$ cat config.mk
export PLATFORM = sky130hd
export DESIGN_NAME = inst_fetch_unit
export DESIGN_NICKNAME = d
export VERILOG_FILES = /design/src/rtl/inst_fetch_unit.sv
export SDC_FILE = /design/constraint.sdc
export NUM_CORES = 1
export LEC_CHECK = 0
export BUFFER_PORTS_ARGS = -buffer_cell sky130_fd_sc_hd__buf_2
export CORE_UTILIZATION = 45
export CTS_BUF_LIST = sky130_fd_sc_hd__clkbuf_16
export CTS_CLUSTER_DIAMETER = 120
export DETAILED_ROUTE_END_ITERATION = 8
export PLACE_DENSITY = 0.66
export SETUP_SLACK_MARGIN = 0.1
export SYNTH_ARGS = -nofsm -noshare
export SYNTH_HDL_FRONTEND = slang
export SYNTH_SLANG_ARGS = --single-unit
$ cat constraint.sdc
create_clock -name clk -period 4.7 [get_ports clk]
set_input_delay 0.705 -clock clk [delete_from_list [all_inputs] [get_ports clk]]
set_output_delay 0.705 -clock clk [all_outputs]
set_load 0.01 [all_outputs]
$ cat src/rtl/inst_fetch_unit.sv
// Instruction fetch initiator.
// Owns the fetch PC and drives InstMem's address, which is read combinationally.
// Returned instructions are queued with their PCs in a small FIFO for decode.
// A redirect flushes the queue and restarts fetch at the new PC.
module inst_fetch_unit #(
  parameter logic [31:0] RESET_PC = 32'h0000_0000,
  parameter logic [31:0] ADDR_INC = 32'd4,
  parameter int unsigned DEPTH    = 4
) (
  input  logic        clk,
  input  logic        rst,
  input  logic        fetch_en,
  output logic [31:0] InstAddress,
  input  logic [31:0] Inst,
  output logic        dec_valid,
  input  logic        dec_ready,
  output logic [31:0] dec_inst,
  output logic [31:0] dec_pc,
  input  logic        redirect_valid,
  input  logic [31:0] redirect_pc
);

  localparam int unsigned   PW   = (DEPTH > 1) ? $clog2(DEPTH) : 1;
  localparam int unsigned   CW   = $clog2(DEPTH + 1);
  localparam logic [CW-1:0] FULL = CW'(DEPTH);

  logic [31:0]   fetch_pc_q, fetch_pc_d;
  logic [PW-1:0] rd_ptr_q, rd_ptr_d;
  logic [PW-1:0] wr_ptr_q, wr_ptr_d;
  logic [CW-1:0] count_q, count_d;
  logic [31:0]   inst_mem_q [DEPTH];
  logic [31:0]   pc_mem_q   [DEPTH];
  logic          push, pop;

  // Handshake decode and next-state; redirect suppresses both push and pop
  always_comb begin
    pop        = (count_q != '0) & dec_ready & ~redirect_valid;
    push       = fetch_en & ~redirect_valid & ((count_q < FULL) | pop);
    fetch_pc_d = fetch_pc_q;
    rd_ptr_d   = rd_ptr_q;
    wr_ptr_d   = wr_ptr_q;
    count_d    = count_q;
    if (redirect_valid) begin
      fetch_pc_d = redirect_pc;
      rd_ptr_d   = '0;
      wr_ptr_d   = '0;
      count_d    = '0;
    end else begin
      if (push) begin
        wr_ptr_d   = wr_ptr_q + PW'(1);
        fetch_pc_d = fetch_pc_q + ADDR_INC;
      end
      if (pop) begin
        rd_ptr_d = rd_ptr_q + PW'(1);
      end
      if (push && !pop) begin
        count_d = count_q + CW'(1);
      end else if (pop && !push) begin
        count_d = count_q - CW'(1);
      end
    end
  end

  // Control state register with synchronous reset
  always_ff @(posedge clk) begin
    if (rst) begin
      fetch_pc_q <= RESET_PC;
      rd_ptr_q   <= '0;
      wr_ptr_q   <= '0;
      count_q    <= '0;
    end else begin
      fetch_pc_q <= fetch_pc_d;
      rd_ptr_q   <= rd_ptr_d;
      wr_ptr_q   <= wr_ptr_d;
      count_q    <= count_d;
    end
  end

  // FIFO storage; contents need no reset because count gates visibility
  always_ff @(posedge clk) begin
    if (!rst && push) begin
      inst_mem_q[wr_ptr_q] <= Inst;
      pc_mem_q[wr_ptr_q]   <= fetch_pc_q;
    end
  end

  // Head outputs, forced to zero when the queue is empty
  always_comb begin
    InstAddress = fetch_pc_q;
    dec_valid   = (count_q != '0);
    dec_inst    = dec_valid ? inst_mem_q[rd_ptr_q] : '0;
    dec_pc      = dec_valid ? pc_mem_q[rd_ptr_q]   : '0;
  end

endmodule

# [Word-level counts from Yosys, hierarchy flattened]
# Memory sizes are Yosys's and may differ from the RTL's. A register that Yosys moved wholly into a read port is not among the register bits.
# Cells that the tools add are included.
[word_totals] out_inout_bits=97 mem_bits_rw=256 regBits=39 mem_count=2
[mem_list] memory="inst_mem_q" depth=4 width=32 read_ports=1 rd_ports_with_merged_regs=1 wr=1 line="31" source="logic [31:0] inst_mem_q [DEPTH];"
[mem_list] memory="pc_mem_q" depth=4 width=32 read_ports=1 rd_ports_with_merged_regs=1 wr=1 line="32" source="logic [31:0] pc_mem_q [DEPTH];"
[classes] bitwise_logic=6 n_addsub=5 order_cmp=1 n_reduce_logical=10 mux=12
[ops] operator="32-bit two-way mux" count=4
[ops] operator="32-bit by 3-bit adder with 32-bit output (second input constant)" count=1
[ops] operator="2-bit two-way mux" count=4
[ops] operator="3-bit two-way mux" count=2
[ops] operator="2-bit by 1-bit adder with 2-bit output (second input constant)" count=2
[ops] operator="1-bit bitwise AND" count=4
[ops] operator="2-bit nonzero test" count=2
[ops] operator="3-bit by 1-bit adder with 3-bit output (second input constant)" count=1
[ops] operator="1-bit logical AND" count=3
[ops] operator="1-bit logical NOT" count=3
[ops] operator="3-bit less-than comparator (second input constant)" count=1
[ops] operator="3-bit nonzero test" count=1
[ops] operator="3-bit by 1-bit subtractor with 3-bit output (second input constant)" count=1
[ops] operator="1-bit two-way mux" count=2
[ops] operator="2-bit OR reduction" count=1
[ops] operator="1-bit NOT" count=1
[ops] operator="1-bit bitwise OR" count=1

# [Longest topological paths before layout]
# Gate-level depths: netlist of run 1.
[depth] word_depth=9 mapped_depth=10

# [Worst setup path before layout of run 1]
# Ideal clock, no wire load.
[synth_path] kind="input to register" start="in dec_ready" end="mem inst_mem_q[0][0], enable pin" t_required_ns=4.271 path_slack_ns=1.474 cell_stages=5 n_path_buf=1 arrival_time_ns=2.797 cell_sequence="nand2b_1 buf_4 nand2_1 nor2_1 and2_1"
[synth_via] elab_chain_cells=7
[synth_rtl] item="start: declaration" line="16" source="input logic dec_ready,"
[synth_rtl] item="1-bit bitwise AND (2 in series)" line="37" source="pop = (count_q != '0) & dec_ready & ~redirect_valid;"
[synth_rtl] item="1-bit bitwise OR" line="38" source="push = fetch_en & ~redirect_valid & ((count_q < FULL) | pop);"
[synth_rtl] item="1-bit bitwise AND" line="38"
[synth_rtl] item="1-bit logical AND" line="81" source="if (!rst && push) begin"
[synth_rtl] item="1-bit two-way mux" line="81"
[synth_rtl] item="1-bit two-way mux (implied by the code)" line="82" source="inst_mem_q[wr_ptr_q] <= Inst;"
[synth_rtl] item="end: declaration" line="31"
# No other way between the ends.

==> results of run 1 <==
critical path: stages (launching register included):
cell     delay [ns]
dfxtp_4        0.86
buf_12         0.34
mux4_2         0.54
and2_1         0.19
buf_2          0.14
kinds of logic after synthesis:
group                    count (synthesis)
XOR/XNOR                                33
buffers and inverters                   45
flip-flops                             297
AO/OA/AOI/OAI                           37
multiplexers                            69
AND/OR/NAND/NOR                        180
adder cells (fa/ha/maj)                  7
state kept, by name (all words and copies together), names as in the netlist, named ones only:
signal	count
wr_ptr_q	2
inst_mem_q	128
pc_mem_q	128
count_q	3
InstAddress	32
rd_ptr_q	2
synthesized netlist by cell type, drive strengths merged, types with 2 or more instances:
cell type / count / area, um^2
or2: 2 / 12.51
o21bai: 2 / 15.01
buf: 10 / 65.06
and4: 3 / 27.53
mux2i: 5 / 50.05
dfxtp: 41 / 820.8
edfxtp: 256 / 7687
xnor2: 28 / 245.2
xor2: 5 / 43.79
mux4: 64 / 1441
or3: 2 / 12.51
nand3: 11 / 72.57
nor4: 13 / 133.9
nor2: 31 / 116.4
and2: 73 / 457.9
clkbuf: 25 / 93.84
o21ai: 2 / 10.01
a211oi: 18 / 135.1
nor3: 9 / 45.04
ha: 6 / 75.07
inv: 10 / 37.54
nand2: 23 / 93.84
nand4: 6 / 65.06
and3: 5 / 31.28
o22ai: 4 / 25.02
a21oi: 8 / 40.04
through the flow:
step / area (um^2) / worst slack (ns) / hold WS, ns
finish: 14020 / 1.363 / 0.3832
global route: 14020 / 1.151 / 0.3696
CTS: 14020 / 1.273 / 0.3603
detailed placement: 13050 / 1.647 / 0.4878
global placement: 13050 / 1.675 / 0.4872
floorplan: 11910 / 1.474 / 0.4671
per-layer routing:
layer  track usage  part of all wire  vias to the layer above
li1              -                 -                     2932
met1        0.2733              0.46                     3239
met2        0.2932              0.46                      192
met3       0.02788             0.053                       38
met4       0.04504             0.023                        2
met5             0           0.00053                        -
power by group through the flow:
| stage | Sequential (mW) | Combinational [mW] | Clock (mW) |
|---|---|---|---|
| 6_report | 2.97 | 0.305 | 2.33 |
| 5_1_grt | 2.98 | 0.340 | 2.47 |
| 4_1_cts | 2.97 | 0.311 | 2.38 |
| 3_5_place_dp | 3.03 | 0.310 | 0 |
| 3_3_place_gp | 3.02 | 0.309 | 0 |
| 2_1_floorplan | 3.01 | 0.164 | 0 |
cell type report:
type,instances,area share
flip-flops and latches,297,0.6076
repair buffers,168,0.06142
clock buffers,29,0.05178
well taps,335,0.02991
inverters,10,0.002678
clock inverters,24,0.01714
multi-input cells,326,0.2295
worst min-delay path by stage:
stage / from / to / slack [ns] / depth (start not counted)
2_1_floorplan: count_q[2]$_SDFFE_PP0P_ / count_q[2]$_SDFFE_PP0P_ / 0.47 / 2
3_3_place_gp: wr_ptr_q[1]$_SDFFE_PP0P_ / wr_ptr_q[1]$_SDFFE_PP0P_ / 0.49 / 2
3_5_place_dp: wr_ptr_q[1]$_SDFFE_PP0P_ / wr_ptr_q[1]$_SDFFE_PP0P_ / 0.49 / 2
4_1_cts: Inst[7] / inst_mem_q[0][7]$_DFFE_PP_ / 0.36 / 1
5_1_grt: Inst[2] / inst_mem_q[1][2]$_DFFE_PP_ / 0.37 / 1
6_report: Inst[8] / inst_mem_q[2][8]$_DFFE_PP_ / 0.38 / 1
==> flow_metrics.tcl, run 1 <==
set metrics [dict create \
    hpwl_um 14730 \
    synthAdderAreaFrac 0.007984 \
    mostFrequentLayoutCell "edfxtp_1" \
    netlist_instances 668 \
    h-tree-depth 1 \
    io_pins 166 \
    post-route-min-period_ns 3.337 \
    clk_pin_slew_ns 0.06 \
    worst-path-max-fanout 35 \
    synth_top_family_by_area "multiplexers" \
    tns_ns 0 \
    num_antenna_cells 0 \
    synth_seq_area_share 0.7144 \
    cts_buffers 29 \
    dr_total_vias 6403 \
    core_area_um2 25980 \
    register_area_um2 8516 \
    p_switching_mw 1.170 \
    pwr-share-comb 0.054 \
    synth_area_per_cell_um2 17.83 \
    internal_power_mw 4.438 \
    synth-seq-cells 297 \
    clk_latency_ns 0.54 \
    portBuffers 165 \
    gp_congestion 0.8073 \
    pwr-share-seq 0.530 \
    finalCritPeriodShare 0.7100 \
    clock_sinks 297 \
    via_per_inst 5.385 \
    rrSetupSlack_ns 2.19 \
    status "finished clean" \
    slew_viol_final 0 \
    layout-drive-gt1-share 0.3489 \
    drt_pass1_iterations 4 \
    multi_input_area_um2 3217 \
    timing_worst_slew_pin_value_ns 1.007 \
    dp.cells 1136 \
    cp-endpoint "dec_pc[3]" \
    antenna_found_initial 1 \
    area_growth_syn_to_layout_pct 17.68 \
    ctsResizeCount 0 \
    post-route-util 0.5394 \
    power.share.switching 0.2086 \
    finalHoldViolations 0 \
    wirelength_um 24660 \
    synthesis.area_um2 11910 \
    post_cts_buffers 0 \
    grt_max_degree 66 \
    power_mw 5.607 \
    synth_xor_area_frac 0.02427 \
    async_flop_share 0 \
    fmax_mhz 299.7 \
    rr_worst_depth 4 \
    p_leak_nw 4.929 \
    worstPathArrival_ns 2.63 \
    synth_fp_nets 744 \
    grt_overflow_total 0 \
    final_nets 908 \
    max-cap-violations 0 \
    yosysWarnings 0 \
    grt_pass1_wl_um 37620 \
    irDropWorstVdd_mv 0.2487 \
    wl_per_cell_um 20.74 \
    clock-skew-final_ns 0.01275 \
    stdcell_count 1189 \
    fp.dieH_um 164.7 \
    yosysUniqueCellTypes 43 \
    cp-start-kind "flip-flop" \
    grt_pass1_vias 6444 \
    synth-main-ff-cell "edfxtp_1" \
    grt_usage 0.1862 \
    cts_root_buf "clkbuf_16" \
    drtAntennaViolNets 0 \
    tritoncts "built" \
    hold_path_class "input port to flip-flop" \
    mostFrequentLayoutCells "edfxtp_1 (256), buf_2 (165), and2_1 (68)" \
    required_ns 3.99 \
    clockPowerShare 0.416 \
    rsz0062_at_grt "false" \
    die-area_um2 27120 \
    rows 59 \
    crit_type "flip-flop to primary output" \
    relSlewSlack 0.3285 \
    holdBufCountCts 0 \
    synthMuxAreaShare 0.1252 \
    synth_compound_area_frac 0.02080 \
    timing.rr.start "count_q[2]$_SDFFE_PP0P_" \
    yosys.area_share.simple 0.09087 \
    power_density_nw_per_um2 400.1 \
    die_w_um 164.7 \
    initial_core_util 0.4583 \
    first_iter_violations 474 \
    clockBufferDepth 3 \
    r2r_end "inst_mem_q[2][5]$_DFFE_PP_" \
    fill_cells 2106 \
    end_kind "primary output" \
    synth_edf_count 256 \
    setup_viol 0 \
    drc 0 \
]
No activity file was read; power rests on OpenSTA's default activity.
==> run 2, diff against run 1 <==
--- a/config.mk
+++ b/config.mk
@@ -10,7 +10,7 @@
 export CTS_BUF_LIST = sky130_fd_sc_hd__clkbuf_16
 export CTS_CLUSTER_DIAMETER = 120
 export DETAILED_ROUTE_END_ITERATION = 8
-export PLACE_DENSITY = 0.66
+export PLACE_DENSITY = 0.69
 export SETUP_SLACK_MARGIN = 0.1
 export SYNTH_ARGS = -nofsm -noshare
 export SYNTH_HDL_FRONTEND = slang
==> constraint.sdc (replaced) <==
create_clock -name clk -period 2.94 [get_ports clk]
set_input_delay 0.441 -clock clk [delete_from_list [all_inputs] [get_ports clk]]
set_output_delay 0.441 -clock clk [all_outputs]
set_load 0.01 [all_outputs]
==> flow_metrics.tcl, run 2 (same netlist as run 1, synthesis figures left out) <==
set metrics [dict create \
    wirelength_um 25450 \
    clock-skew-final_ns 0.007961 \
    crit_type "flip-flop to primary output" \
    clk_pin_slew_ns 0.06 \
    tritoncts "built" \
    r2r_end "count_q[2]$_SDFFE_PP0P_" \
    drtAntennaViolNets 0 \
    crit_chain "or3_2 -> buf_4 -> and2_1 -> buf_2" \
    area_growth_syn_to_layout_pct 20.92 \
    hold_path_class "input port to flip-flop" \
    antenna_found_initial 1 \
    status "finished, violations left" \
    rsz0062_at_grt "false" \
    rows 59 \
    power_density_nw_per_um2 634.7 \
    core_area_um2 25980 \
    timing_worst_slew_pin_value_ns 0.6185 \
    finalWorstSetupSlack_ns 0.3353 \
    first_iter_violations 484 \
    fp.dieH_um 164.7 \
    clockPowerShare 0.424 \
    fmax_mhz 383.9 \
    post-route-util 0.5542 \
    rrSetupSlack_ns 0.53 \
    worst_path_largest_cell_delay_ns 0.48 \
    cts_root_buf "clkbuf_16" \
    end_kind "primary output" \
    hp-start "Inst[10]" \
    worstPathArrival_ns 2.16 \
    cp_slowest_cell "or3_2" \
    drc 2 \
    initial_core_util 0.4583 \
    cp-start-kind "flip-flop" \
    slew_viol_final 0 \
    power.share.switching 0.2122 \
    finalHoldViolations 0 \
    cp_num_buf_inv 2 \
    setup_viol 0 \
    whs_path_depth 1 \
    mostFrequentLayoutCells "edfxtp_1 (256), buf_2 (165), and2_1 (68)" \
    die-area_um2 27120 \
    p_switching_mw 1.940 \
    tns_ns 0 \
    rr_worst_depth 9 \
    whs_endpoint "inst_mem_q[3][10]$_DFFE_PP_" \
    layout-drive-gt1-share 0.3781 \
    final_nets 938 \
    finalCritPeriodShare 0.8860 \
    clk_latency_ns 0.55 \
    worst-path-max-fanout 65 \
    grt.busiest_layer "met2" \
    grt_util_met1 0.2806 \
    use_met3 0.03290 \
    clockBufferDepth 3 \
    irDropWorstVdd_mv 0.4676 \
    clock_sinks 297 \
    internal_power_mw 7.200 \
    max-cap-violations 0 \
    violations "design-rule violations" \
    via_per_inst 5.394 \
    grt_pass1_vias 6637 \
    grt_max_degree 66 \
    gp_congestion 0.8166 \
    required_ns 2.50 \
    grt_pass1_wl_um 38520 \
    die_w_um 164.7 \
    ctsResizeCount 0 \
    place_ws_ns 0.5263 \
    post_cts_buffers 0 \
    hpwl_um 16680 \
    grt_overflow_total 0 \
    fill_cells 2040 \
    mostFrequentLayoutCell "edfxtp_1" \
    holdBufCountCts 0 \
    cts_buffers 30 \
    io_pins 166 \
    path_delay_family "simple AND/OR/NAND/NOR gates" \
    pwr-share-comb 0.057 \
    h-tree-depth 1 \
    wl_per_cell_um 20.84 \
    relSlewSlack 0.5877 \
    pwr-share-seq 0.518 \
    portBuffers 165 \
    post-route-min-period_ns 2.605 \
    gr-usage-met2 0.3025 \
    num_antenna_cells 0 \
    holdWs_ns 0.1119 \
    drt_pass1_iterations 7 \
    p_leak_nw 5.107 \
    dr_total_vias 6586 \
    grt_usage 0.1911 \
    timing.rr.start "count_q[2]$_SDFFE_PP0P_" \
]
-- run 2: cell count changes in the layout (fill, tap and decap cells not counted) --
cell and change:
buf_4 +21, buf_12 +8, inv_1 -6, clkinvlp_4 +3
clkinv_4 +2, clkbuf_16 +1, clkinv_1 +1, clkinv_2 +1
clkinv_8 +1
-- run 2: power groups by stage --
| stage | sequential [mW] | clock [mW] | combinational (mW) |
|---|---|---|---|
| finish | 4.74 | 3.88 | 0.524 |
| detailed placement | 4.82 | 0 | 0.529 |
| global placement | 4.82 | 0 | 0.523 |
| floorplan | 4.81 | 0 | 0.262 |
| CTS | 4.74 | 3.94 | 0.531 |
| global route | 4.74 | 4.11 | 0.580 |
-- run 2: worst max-delay path by stage --
stage / from / end / slack, ns / depth (start not counted)
floorplan: dec_ready / inst_mem_q[0][0]$_DFFE_PP_ / 0.68 / 5
global placement: redirect_valid / inst_mem_q[2][28]$_DFFE_PP_ / 0.57 / 5
detailed placement: redirect_valid / inst_mem_q[2][25]$_DFFE_PP_ / 0.53 / 5
CTS: flip-flop / dec_pc[28] / 0.11 / 4
global route: count_q[2]$_SDFFE_PP0P_ / dec_pc[26] / 0.22 / 4
finish: count_q[2]$_SDFFE_PP0P_ / dec_pc[26] / 0.34 / 4
-- run 2: per-layer routing --
metal	share of wire	wire length, um
met1	0.44	11180
met4	0.011	272
met5	0	0
met2	0.48	12150
met3	0.072	1845
-- run 2: metrics by stage --
stage / cell area, um^2 / cells / total power, mW
floorplan: 11920 / 668 / 5.075
global placement: 13320 / 1159 / 5.344
detailed placement: 13320 / 1159 / 5.354
CTS: 14360 / 1215 / 9.206
global route: 14400 / 1221 / 9.433
finish: 14400 / 1221 / 9.140
-- run 2: area by class of cell --
class                           count  area, um^2  area share
Tap cell                          335       419.2     0.02911
Timing Repair Buffer              197        1179     0.08184
Clock inverter                     26       282.8     0.01964
Clock buffer                       30       750.7     0.05213
Sequential cell                   297        8516      0.5913
Inverter                           10       37.54    0.002606
Multi-Input combinational cell    326        3217      0.2234
